$ cat src/rtl/counter_sched.sv
// -----------------------------------------------------------------------------
// counter_sched
//   Round-robin scheduler that time-shares one external W-bit down-counter
//   among NREQ requesters. The served requester's value is loaded into the
//   counter, and the counter is decremented until it reports zero. A one-cycle
//   done pulse then goes back to that requester.
//
//   Optional feature (compile-time macro): COUNTER_SCHED_PRESCALE_EN
//     defined   : one decrement every PRESCALE cycles while counting down.
//     undefined : one decrement per cycle; PRESCALE is not used.
//
// Ports
//   clock      in   1       system clock, rising edge
//   reset_n    in   1       asynchronous active-low reset
//   req        in   NREQ    level requests, held until the matching done pulse
//   req_val    in   NREQ*W  countdown values, requester i at [i*W +: W]
//   grant      out  NREQ    one-hot; marks the served requester from LOAD to DONE
//   done       out  NREQ    one-cycle completion pulse
//   busy       out  1       high whenever the scheduler is not idle
//   cnt_in     out  W       load value for the counter
//   cnt_latch  out  1       counter load strobe
//   cnt_dec    out  1       counter decrement strobe (combinational)
//   cnt_zero   in   1       counter zero flag
// -----------------------------------------------------------------------------
module counter_sched #(
  parameter int NREQ     = 4,
  parameter int W        = 32,
  parameter int PRESCALE = 4
) (
  input  logic              clock,
  input  logic              reset_n,
  input  logic [NREQ-1:0]   req,
  input  logic [NREQ*W-1:0] req_val,
  output logic [NREQ-1:0]   grant,
  output logic [NREQ-1:0]   done,
  output logic              busy,
  output logic [W-1:0]      cnt_in,
  output logic              cnt_latch,
  output logic              cnt_dec,
  input  logic              cnt_zero
);

  localparam int IW = (NREQ > 1) ? $clog2(NREQ) : 1;

  localparam logic [2:0] S_IDLE   = 3'd0;
  localparam logic [2:0] S_LOAD   = 3'd1;
  localparam logic [2:0] S_SETTLE = 3'd2;
  localparam logic [2:0] S_RUN    = 3'd3;
  localparam logic [2:0] S_DONE   = 3'd4;

  // Elaboration-time parameter checks.
  generate
    if (NREQ < 2 || NREQ > 8) begin : g_bad_nreq
      $error("counter_sched: NREQ must be in 2..8");
    end
    if (PRESCALE < 1) begin : g_bad_prescale
      $error("counter_sched: PRESCALE must be at least 1");
    end
  endgenerate

  // ---------------------------------------------------------------------------
  // State
  // ---------------------------------------------------------------------------
  logic [2:0]      state_q,     state_d;
  logic [IW-1:0]   rr_ptr_q,    rr_ptr_d;
  logic [IW-1:0]   idx_q,       idx_d;
  logic [W-1:0]    val_q,       val_d;
  logic [NREQ-1:0] grant_q,     grant_d;
  logic [NREQ-1:0] done_q,      done_d;
  logic            busy_q,      busy_d;
  logic [W-1:0]    cnt_in_q,    cnt_in_d;
  logic            cnt_latch_q, cnt_latch_d;

  // ---------------------------------------------------------------------------
  // Round-robin pick: candidate gi is the requester gi positions after rr_ptr
  // (wrapping), so the lowest-offset active candidate is the winner.
  // ---------------------------------------------------------------------------
  logic [W-1:0]    req_slice [NREQ];
  logic [IW-1:0]   cand_idx  [NREQ];
  logic [NREQ-1:0] cand_req;

  generate
    for (genvar gi = 0; gi < NREQ; gi++) begin : g_cand
      logic [IW:0] sum;
      assign req_slice[gi] = req_val[gi*W +: W];
      assign sum           = {1'b0, rr_ptr_q} + (IW+1)'(gi);
      assign cand_idx[gi]  = (sum >= (IW+1)'(NREQ)) ? IW'(sum - (IW+1)'(NREQ))
                                                     : sum[IW-1:0];
      assign cand_req[gi]  = req[cand_idx[gi]];
    end
  endgenerate

  logic          pick_found;
  logic [IW-1:0] pick_idx;

  always_comb begin
    pick_found = 1'b0;
    pick_idx   = '0;
    // Walk from the farthest candidate down so the nearest one is kept.
    for (int k = NREQ - 1; k >= 0; k--) begin
      if (cand_req[k]) begin
        pick_found = 1'b1;
        pick_idx   = cand_idx[k];
      end
    end
  end

  // Pointer for the next arbitration round: one past the served requester.
  logic [IW:0]   idx_inc;
  logic [IW-1:0] next_ptr;

  assign idx_inc  = {1'b0, idx_q} + (IW+1)'(1);
  assign next_ptr = (idx_inc == (IW+1)'(NREQ)) ? '0 : idx_inc[IW-1:0];

  // ---------------------------------------------------------------------------
  // Decrement pacing
  // ---------------------------------------------------------------------------
  logic tick;

`ifdef COUNTER_SCHED_PRESCALE_EN
  localparam int PW = (PRESCALE > 1) ? $clog2(PRESCALE) : 1;

  logic [PW-1:0] presc_q, presc_d;

  // Held at zero outside RUN, so every RUN entry starts a fresh period.
  assign tick = (presc_q == PW'(PRESCALE - 1));

  always_comb begin
    presc_d = presc_q;
    if (state_q != S_RUN) begin
      presc_d = '0;
    end else if (tick) begin
      presc_d = '0;
    end else begin
      presc_d = presc_q + PW'(1);
    end
  end

  always_ff @(posedge clock or negedge reset_n) begin
    if (!reset_n) begin
      presc_q <= '0;
    end else begin
      presc_q <= presc_d;
    end
  end
`else
  assign tick = 1'b1;
`endif

  // Never decrement a counter that already reads zero.
  assign cnt_dec = (state_q == S_RUN) & ~cnt_zero & tick;

  // ---------------------------------------------------------------------------
  // FSM next state
  // ---------------------------------------------------------------------------
  always_comb begin
    state_d  = state_q;
    rr_ptr_d = rr_ptr_q;
    idx_d    = idx_q;
    val_d    = val_q;
    case (state_q)
      S_IDLE: begin
        if (pick_found) begin
          idx_d   = pick_idx;
          val_d   = req_slice[pick_idx];
          state_d = S_LOAD;
        end
      end
      S_LOAD: begin
        state_d = S_SETTLE;
      end
      // One quiet cycle so cnt_zero reflects the freshly loaded value.
      S_SETTLE: begin
        state_d = cnt_zero ? S_DONE : S_RUN;
      end
      S_RUN: begin
        if (cnt_zero) begin
          state_d = S_DONE;
        end
      end
      S_DONE: begin
        rr_ptr_d = next_ptr;
        state_d  = S_IDLE;
      end
      default: begin
        state_d = S_IDLE;
      end
    endcase
  end

  // Registered outputs are decoded from the next state so they line up with
  // the state they describe.
  always_comb begin
    grant_d     = '0;
    done_d      = '0;
    busy_d      = (state_d != S_IDLE);
    cnt_latch_d = (state_d == S_LOAD);
    cnt_in_d    = '0;
    if (state_d != S_IDLE) begin
      grant_d = {{(NREQ-1){1'b0}}, 1'b1} << idx_d;
    end
    if (state_d == S_DONE) begin
      done_d = {{(NREQ-1){1'b0}}, 1'b1} << idx_d;
    end
    if (state_d == S_LOAD) begin
      cnt_in_d = val_d;
    end
  end

  always_ff @(posedge clock or negedge reset_n) begin
    if (!reset_n) begin
      state_q     <= S_IDLE;
      rr_ptr_q    <= '0;
      idx_q       <= '0;
      val_q       <= '0;
      grant_q     <= '0;
      done_q      <= '0;
      busy_q      <= 1'b0;
      cnt_in_q    <= '0;
      cnt_latch_q <= 1'b0;
    end else begin
      state_q     <= state_d;
      rr_ptr_q    <= rr_ptr_d;
      idx_q       <= idx_d;
      val_q       <= val_d;
      grant_q     <= grant_d;
      done_q      <= done_d;
      busy_q      <= busy_d;
      cnt_in_q    <= cnt_in_d;
      cnt_latch_q <= cnt_latch_d;
    end
  end

  assign grant     = grant_q;
  assign done      = done_q;
  assign busy      = busy_q;
  assign cnt_in    = cnt_in_q;
  assign cnt_latch = cnt_latch_q;

  // ---------------------------------------------------------------------------
  // Structural properties
  // ---------------------------------------------------------------------------
  a_no_latch_and_dec : assert property (@(posedge clock) disable iff (!reset_n)
    !(cnt_latch && cnt_dec));

  a_grant_onehot : assert property (@(posedge clock) disable iff (!reset_n)
    $onehot0(grant));

  a_done_in_grant : assert property (@(posedge clock) disable iff (!reset_n)
    ((done & ~grant) == '0));

endmodule

$ cat config.mk
export PLATFORM = sky130hd
export DESIGN_NAME = counter_sched
export DESIGN_NICKNAME = d
export VERILOG_FILES = /design/src/rtl/counter_sched.sv
export SDC_FILE = /design/constraint.sdc
export NUM_CORES = 1
export LEC_CHECK = 0
export ABC_AREA = 1
export CELL_PAD_IN_SITES_DETAIL_PLACEMENT = 1
export CELL_PAD_IN_SITES_GLOBAL_PLACEMENT = 1
export CORE_MARGIN = 4
export CORE_UTILIZATION = 31
export DETAILED_ROUTE_END_ITERATION = 10
export HOLD_SLACK_MARGIN = 0.12
export PLACE_DENSITY_LB_ADDON = 0.1
export SYNTH_ARGS = -nofsm -noshare
export SYNTH_HDL_FRONTEND = slang
export SYNTH_SLANG_ARGS = --single-unit
$ cat constraint.sdc
create_clock -name clock -period 2.45 [get_ports clock]
set_input_delay 0.3675 -clock clock [delete_from_list [all_inputs] [get_ports clock]]
set_output_delay 0.3675 -clock clock [all_outputs]
set_load 0.02 [all_outputs]
==> impl_metrics.tcl, run 1 <==
set metrics [dict create \
    status "finished clean" \
    synth_fp_nets 794 \
    clock-skew-final_ps 10.1 \
    period_minus_slack_ps 2110 \
    overflow 0 \
    rsz0062_at_grt "no" \
    final_nets 968 \
    hp-class "flop to flop" \
    htree_levels 3 \
    cts_tree "built" \
    root_buffer "clkbuf_16" \
    cp_max_fo 11 \
    synth_top_family_by_area "simple AND/OR/NAND/NOR gates" \
    setup_violations 0 \
    crit_path_start_kind "flop" \
    critPathRequiredTime_ps 2680 \
    drv_cap 0 \
    clock-sinks 80 \
    final_core_util 0.476 \
    slew_viol_final 0 \
    dp_slack_ps -54.3 \
    row_count 44 \
    ios 178 \
    fin_crit_sh 0.863 \
    crit_type "flop to flop" \
    post_cts_buffers 0 \
    cts_buffers 9 \
    switchingPower_mw 4.50 \
    die_area_mm2 0.0172 \
    power_frac_comb 0.648 \
    ys_seq_elements 80 \
    post-route-drc-count 0 \
    drive_gt1_frac 0.0885 \
    via_per_inst 4.64 \
    synth_cells 658 \
    relSlewSlack 0.714 \
    ir_drop_uv 618 \
    fillers 1820 \
    syn2layout_area_growth_pct 48.9 \
    drtPass1Iterations 4 \
    grt_usage 0.180 \
    synth_compound_area_frac 0.00693 \
    drt_iter0_drc 219 \
    hold_viol_final 0 \
    synth_fa_ha_area_frac 0.00267 \
    first_global_vias 5172 \
    clkPwrFrac 0.135 \
    port_buffers 177 \
    cts_max_path_buffers 2 \
    fmaxAchievable_mhz 473 \
    p_leak_nw 3.70 \
    yosysSeqAreaShare 0.427 \
    vias 4729 \
    grt_first_pass_wirelength_um 24500 \
    end_kind "flop" \
    drt-wirelength-per-cell_um 14.7 \
    cp.arrival_ps 2350 \
    synth-xor-area-share 0 \
    die_h_um 131 \
    power.share.switching 0.478 \
    wirelength_um 15000 \
    yosys_warnings 0 \
    insertion_delay_ps 340 \
    die_x_um 131 \
    grt_max_degree 51 \
    path_clk_slew_ps 60 \
    hpwl_um 11600 \
    synth_mux_area_frac 0 \
    yosys.area_share.simple 0.428 \
    regArea_mm2 0.00200 \
    drtAntennaViolNets 0 \
    postLayoutSetupSlackWorst_ps 335 \
    p_int_mw 4.91 \
    synth.avg_cell_area_um2 7.13 \
    synth.distinct_cells 23 \
    antenna_cells 0 \
    start_util 0.319 \
    synthesis.area_mm2 0.00469 \
    core_area_mm2 0.0147 \
    power_per_cell_area_mw_per_mm2 1340 \
    gp_congestion 0.781 \
    multi_input_area_mm2 0.00206 \
    seqPwrFrac 0.217 \
    antenna_found_initial 0 \
    worstMarginPinSlew_ps 428 \
]
-- what timing repair did --
action                                  in CTS  in global routing
endpoints found under the setup margin       0                 12
gates resized for setup                      0                  3
hold endpoints to repair                    30                  0
hold buffers                                 1                  0
-- cells in the mapped netlist (all sizes together) --
library cell	instances	share of area
a21oi	1	0.0011
buf	34	0.045
clkbuf	2	0.0016
clkinv	1	0.00080
dfrtp	80	0.43
ha	1	0.0027
inv	111	0.089
nand2	219	0.18
nand3	123	0.14
nand3b	41	0.066
nor2	16	0.013
nor3	3	0.0032
o21ai	4	0.0043
o21bai	1	0.0016
or2	21	0.028
-- final timing paths --
check	from	end	slack, ps	cells past startpoint
setup / recovery	rr_ptr_q[0]	cnt_in[18]	340	15
hold / removal	val_q[13]	val_q[13]	480	2
setup reg to reg	rr_ptr_q[0]	cnt_in[18]	340	15
hold reg to reg	val_q[13]	val_q[13]	480	2
max in group asynchronous	reset_n	cnt_in[10]	1310	3
min in group asynchronous	reset_n	val_q[24]	500	2
-- metal layers --
layer,vias to the layer above,part of all wire,global-route usage
met1,2244,0.42,0.220
met4,0,0.016,0.0502
met2,107,0.50,0.313
li1,2362,-,-
met5,-,0,0
met3,16,0.057,0.0472
-- power by group through the flow --
stage / sequential (mW) / combinational (mW) / clock (mW)
finish: 2.04 / 6.10 / 1.27
global route: 2.09 / 7.01 / 1.38
CTS: 2.05 / 6.23 / 1.31
detailed placement: 2.06 / 6.19 / 0
global placement: 2.05 / 5.99 / 0
floorplan: 2.25 / 4.04 / 0
-- metrics by stage --
stage | TNS, ps | cell area [µm²] | hold WS (ps) | power [mW] | instances
floorplan | 0 | 4690 | 71.9 | 6.29 | 658
global placement | 0 | 6690 | 325 | 8.04 | 1004
detailed placement | -264 | 6690 | 332 | 8.25 | 1004
CTS | 0 | 6980 | 489 | 9.59 | 1020
global route | 0 | 6990 | 510 | 10.5 | 1020
finish | 0 | 6990 | 483 | 9.40 | 1020
-- final cells by class --
class | count | area share
Multi-Input combinational cell | 430 | 0.295
Sequential cell | 80 | 0.287
Clock inverter | 4 | 0.00412
Tap cell | 184 | 0.0329
Timing Repair Buffer | 199 | 0.284
Clock buffer | 11 | 0.0362
Inverter | 112 | 0.0607
-- layout by cell type (no fill, tap or decap), drive strengths merged --
| master | count |
|---|---|
| a21oi | 1 |
| buf | 22 |
| clkbuf | 11 |
| clkdlybuf4s50 | 176 |
| clkinv | 2 |
| clkinvlp | 3 |
| dfrtp | 80 |
| dlygate4sd3 | 1 |
| ha | 1 |
| inv | 111 |
| nand2 | 219 |
| nand3 | 123 |
| nand3b | 41 |
| nor2 | 16 |
| nor3 | 3 |
| o21ai | 4 |
| o21bai | 1 |
| or2 | 21 |
-- flip-flops by register name, summed over array words and instances (netlist names) --
name       flops
idx_q          2
state_q        3
cnt_in        32
busy           1
val_q         31
grant          4
done           4
rr_ptr_q       2
cnt_latch      1
-- worst max-delay path, cell delays in order (launching register included) --
cell and delay, ps:
dfrtp_2 450, inv_2 150, nand2_1 70, nand2_1 80, nand2_1 110, nand3_1 100
o21bai_1 70, nand2_1 80, nand2_2 60, buf_4 150, nand2_1 120, clkinvlp_4 240
nand2_1 160, nand3_2 80, nand2_1 60, inv_1 30
-- logic make-up (layout without fill, tap and decap cells) --
logic type               after synthesis  count (layout)
AO/OA/AOI/OAI                          6               6
AND/OR/NAND/NOR                      423             423
buffers and inverters                148             326
adder cells (fa/ha/maj)                1               1
flip-flops                            80              80
Note: power is estimated with default switching activity, not from simulation.
==> run 2: changes to the inputs <==
PLACE_DENSITY = 0.81   (was not set)
PLACE_DENSITY_LB_ADDON = not set   (was 0.1)
==> impl_metrics.tcl, run 2 (synthesis results as in run 1) <==
set metrics [dict create \
    status "finished clean" \
    drtPass1Iterations 4 \
    hp-class "flop to flop" \
    drtAntennaViolNets 0 \
    ir_drop_uv 947 \
    gp_congestion 0.806 \
    top_layer "met4" \
    relSlewSlack 0.708 \
    rsz0062_at_grt "no" \
    ios 178 \
    power_per_cell_area_mw_per_mm2 1370 \
    final_nets 963 \
    syn2layout_area_growth_pct 49.5 \
    crit_type "flop to flop" \
    antenna_found_initial 1 \
    first_global_vias 5073 \
    crit_path_start_kind "flop" \
    via_per_inst 4.68 \
    min_path_cells 2 \
    cts_max_path_buffers 2 \
    drt-wirelength-per-cell_um 15.0 \
    overflow 0 \
    post-route-drc-count 0 \
    fillers 1825 \
    grt_first_pass_wirelength_um 24600 \
    slew_viol_final 0 \
    grt_usage 0.183 \
    wl_met1_um 6420 \
    wl_met2_um 7550 \
    die_h_um 131 \
    worstMarginPinSlew_ps 438 \
    route.met3.wl_um 999 \
    die_area_mm2 0.0172 \
    hpwl_um 11100 \
    wirelength_um 15300 \
    worst_hold_slack_ps 482 \
    drt_iter0_drc 168 \
    core_area_mm2 0.0147 \
    fmaxAchievable_mhz 460 \
    path_clk_slew_ps 60 \
    slowest_stage "dfrtp_1" \
    largest_register_ffs 32 \
    row_count 44 \
    reg2reg_depth 15 \
    start_util 0.319 \
    cp_max_fo 11 \
    clock-sinks 80 \
    path_cells "inv_2 -> nand2_1 -> nand2_1 -> nand2_1 -> nand2_1 -> clkinv_1 -> nand3_2 -> nand2_4 -> inv_2 -> nand2_1 -> inv_1 -> nand2_1 -> nand3_2 -> nand2_1 -> inv_1" \
    drive_gt1_frac 0.0793 \
    end_kind "flop" \
    period_minus_slack_ps 2180 \
    port_buffers 177 \
    critPathRequiredTime_ps 2730 \
    cts_tree "built" \
    cts_resized 0 \
    layout_common_cells "nand2_1 (215), clkdlybuf4s50_1 (176), nand3_1 (113), inv_1 (107), dfrtp_1 (80)" \
    setup_violations 0 \
    p_leak_nw 3.72 \
    die_x_um 131 \
    cts_buffers 9 \
    cp_slowest_stage_delay_ps 470 \
    post_cts_buffers 0 \
    insertion_delay_ps 340 \
    layout_commonest_cell "nand2_1" \
    fin_setup_tns_ps 0 \
    cp.arrival_ps 2460 \
    cp_common_cell "nand2_1" \
    vias 4757 \
    htree_levels 3 \
    clock-skew-final_ps 11.9 \
    fin_crit_sh 0.888 \
    hold_viol_final 0 \
    root_buffer "clkbuf_16" \
    drv_cap 0 \
    grt_max_degree 65 \
]
-- run 2: cell types whose count changed in the layout (fill, tap and decap cells not counted), sizes merged --
cell      before  now
bufinv         0    1
clkinvlp       3    1
clkinv         2    4
diode          0    1
buf           22   17
-- run 2: critical path: cells and delay by family, from the launching register on --
family	cells	cell delay, ps
and+or+nand+nor	10	900
buffers and inverters	5	750
DFF	1	470
-- run 2: per-stage QoR --
stage / util / instances / instance area, µm² / total power [mW] / setup WS [ps]
floorplan: - / 658 / 4690 / 6.29 / 684
global placement: 0.456 / 999 / 6700 / 8.18 / 179
detailed placement: 0.456 / 999 / 6700 / 8.38 / 70.8
CTS: 0.477 / 1016 / 7010 / 9.83 / 254
global route: 0.477 / 1017 / 7020 / 10.6 / 25.0
finish: 0.477 / 1017 / 7020 / 9.60 / 275
-- run 2: final cells by class --
cell class,count,area (µm²),share of cell area
antenna,1,2.50,0.000357
clock buffer,11,243,0.0346
clock inverter,5,56.3,0.00803
inverter,112,420,0.0599
multi-input combinational,430,2060,0.294
sequential,80,2000,0.285
tap,184,230,0.0328
timing repair buffer,194,2000,0.285
-- run 2: repair_timing --
| action | in CTS | in global routing |
|---|---|---|
| setup endpoints to repair | 0 | 0 |
| hold buffers | 1 | 0 |
| endpoints found under the hold margin | 30 | 0 |
-- run 2: path summary, 6_finish.rpt --
path	from	to	slack, ps
min in group asynchronous	reset_n	cnt_in[22]	510
setup / recovery	rr_ptr_q[0]	cnt_in[25]	270
setup reg to reg	rr_ptr_q[0]	cnt_in[25]	270
hold / removal	val_q[15]	val_q[15]	480
max in group asynchronous	reset_n	val_q[1]	1310
hold reg to reg	val_q[15]	val_q[15]	480
-- run 2: layer usage --
metal / global-route usage / vias up
li1: - / 2359
met1: 0.211 / 2261
met2: 0.322 / 115
met3: 0.0545 / 22
met4: 0.0623 / 0
met5: 0 / -
-- run 2: power breakdown --
group          internal, mW  switching [mW]
Clock                 0.816           0.551
Sequential             1.86           0.175
Combinational          2.36            3.84
Total                  5.03            4.57
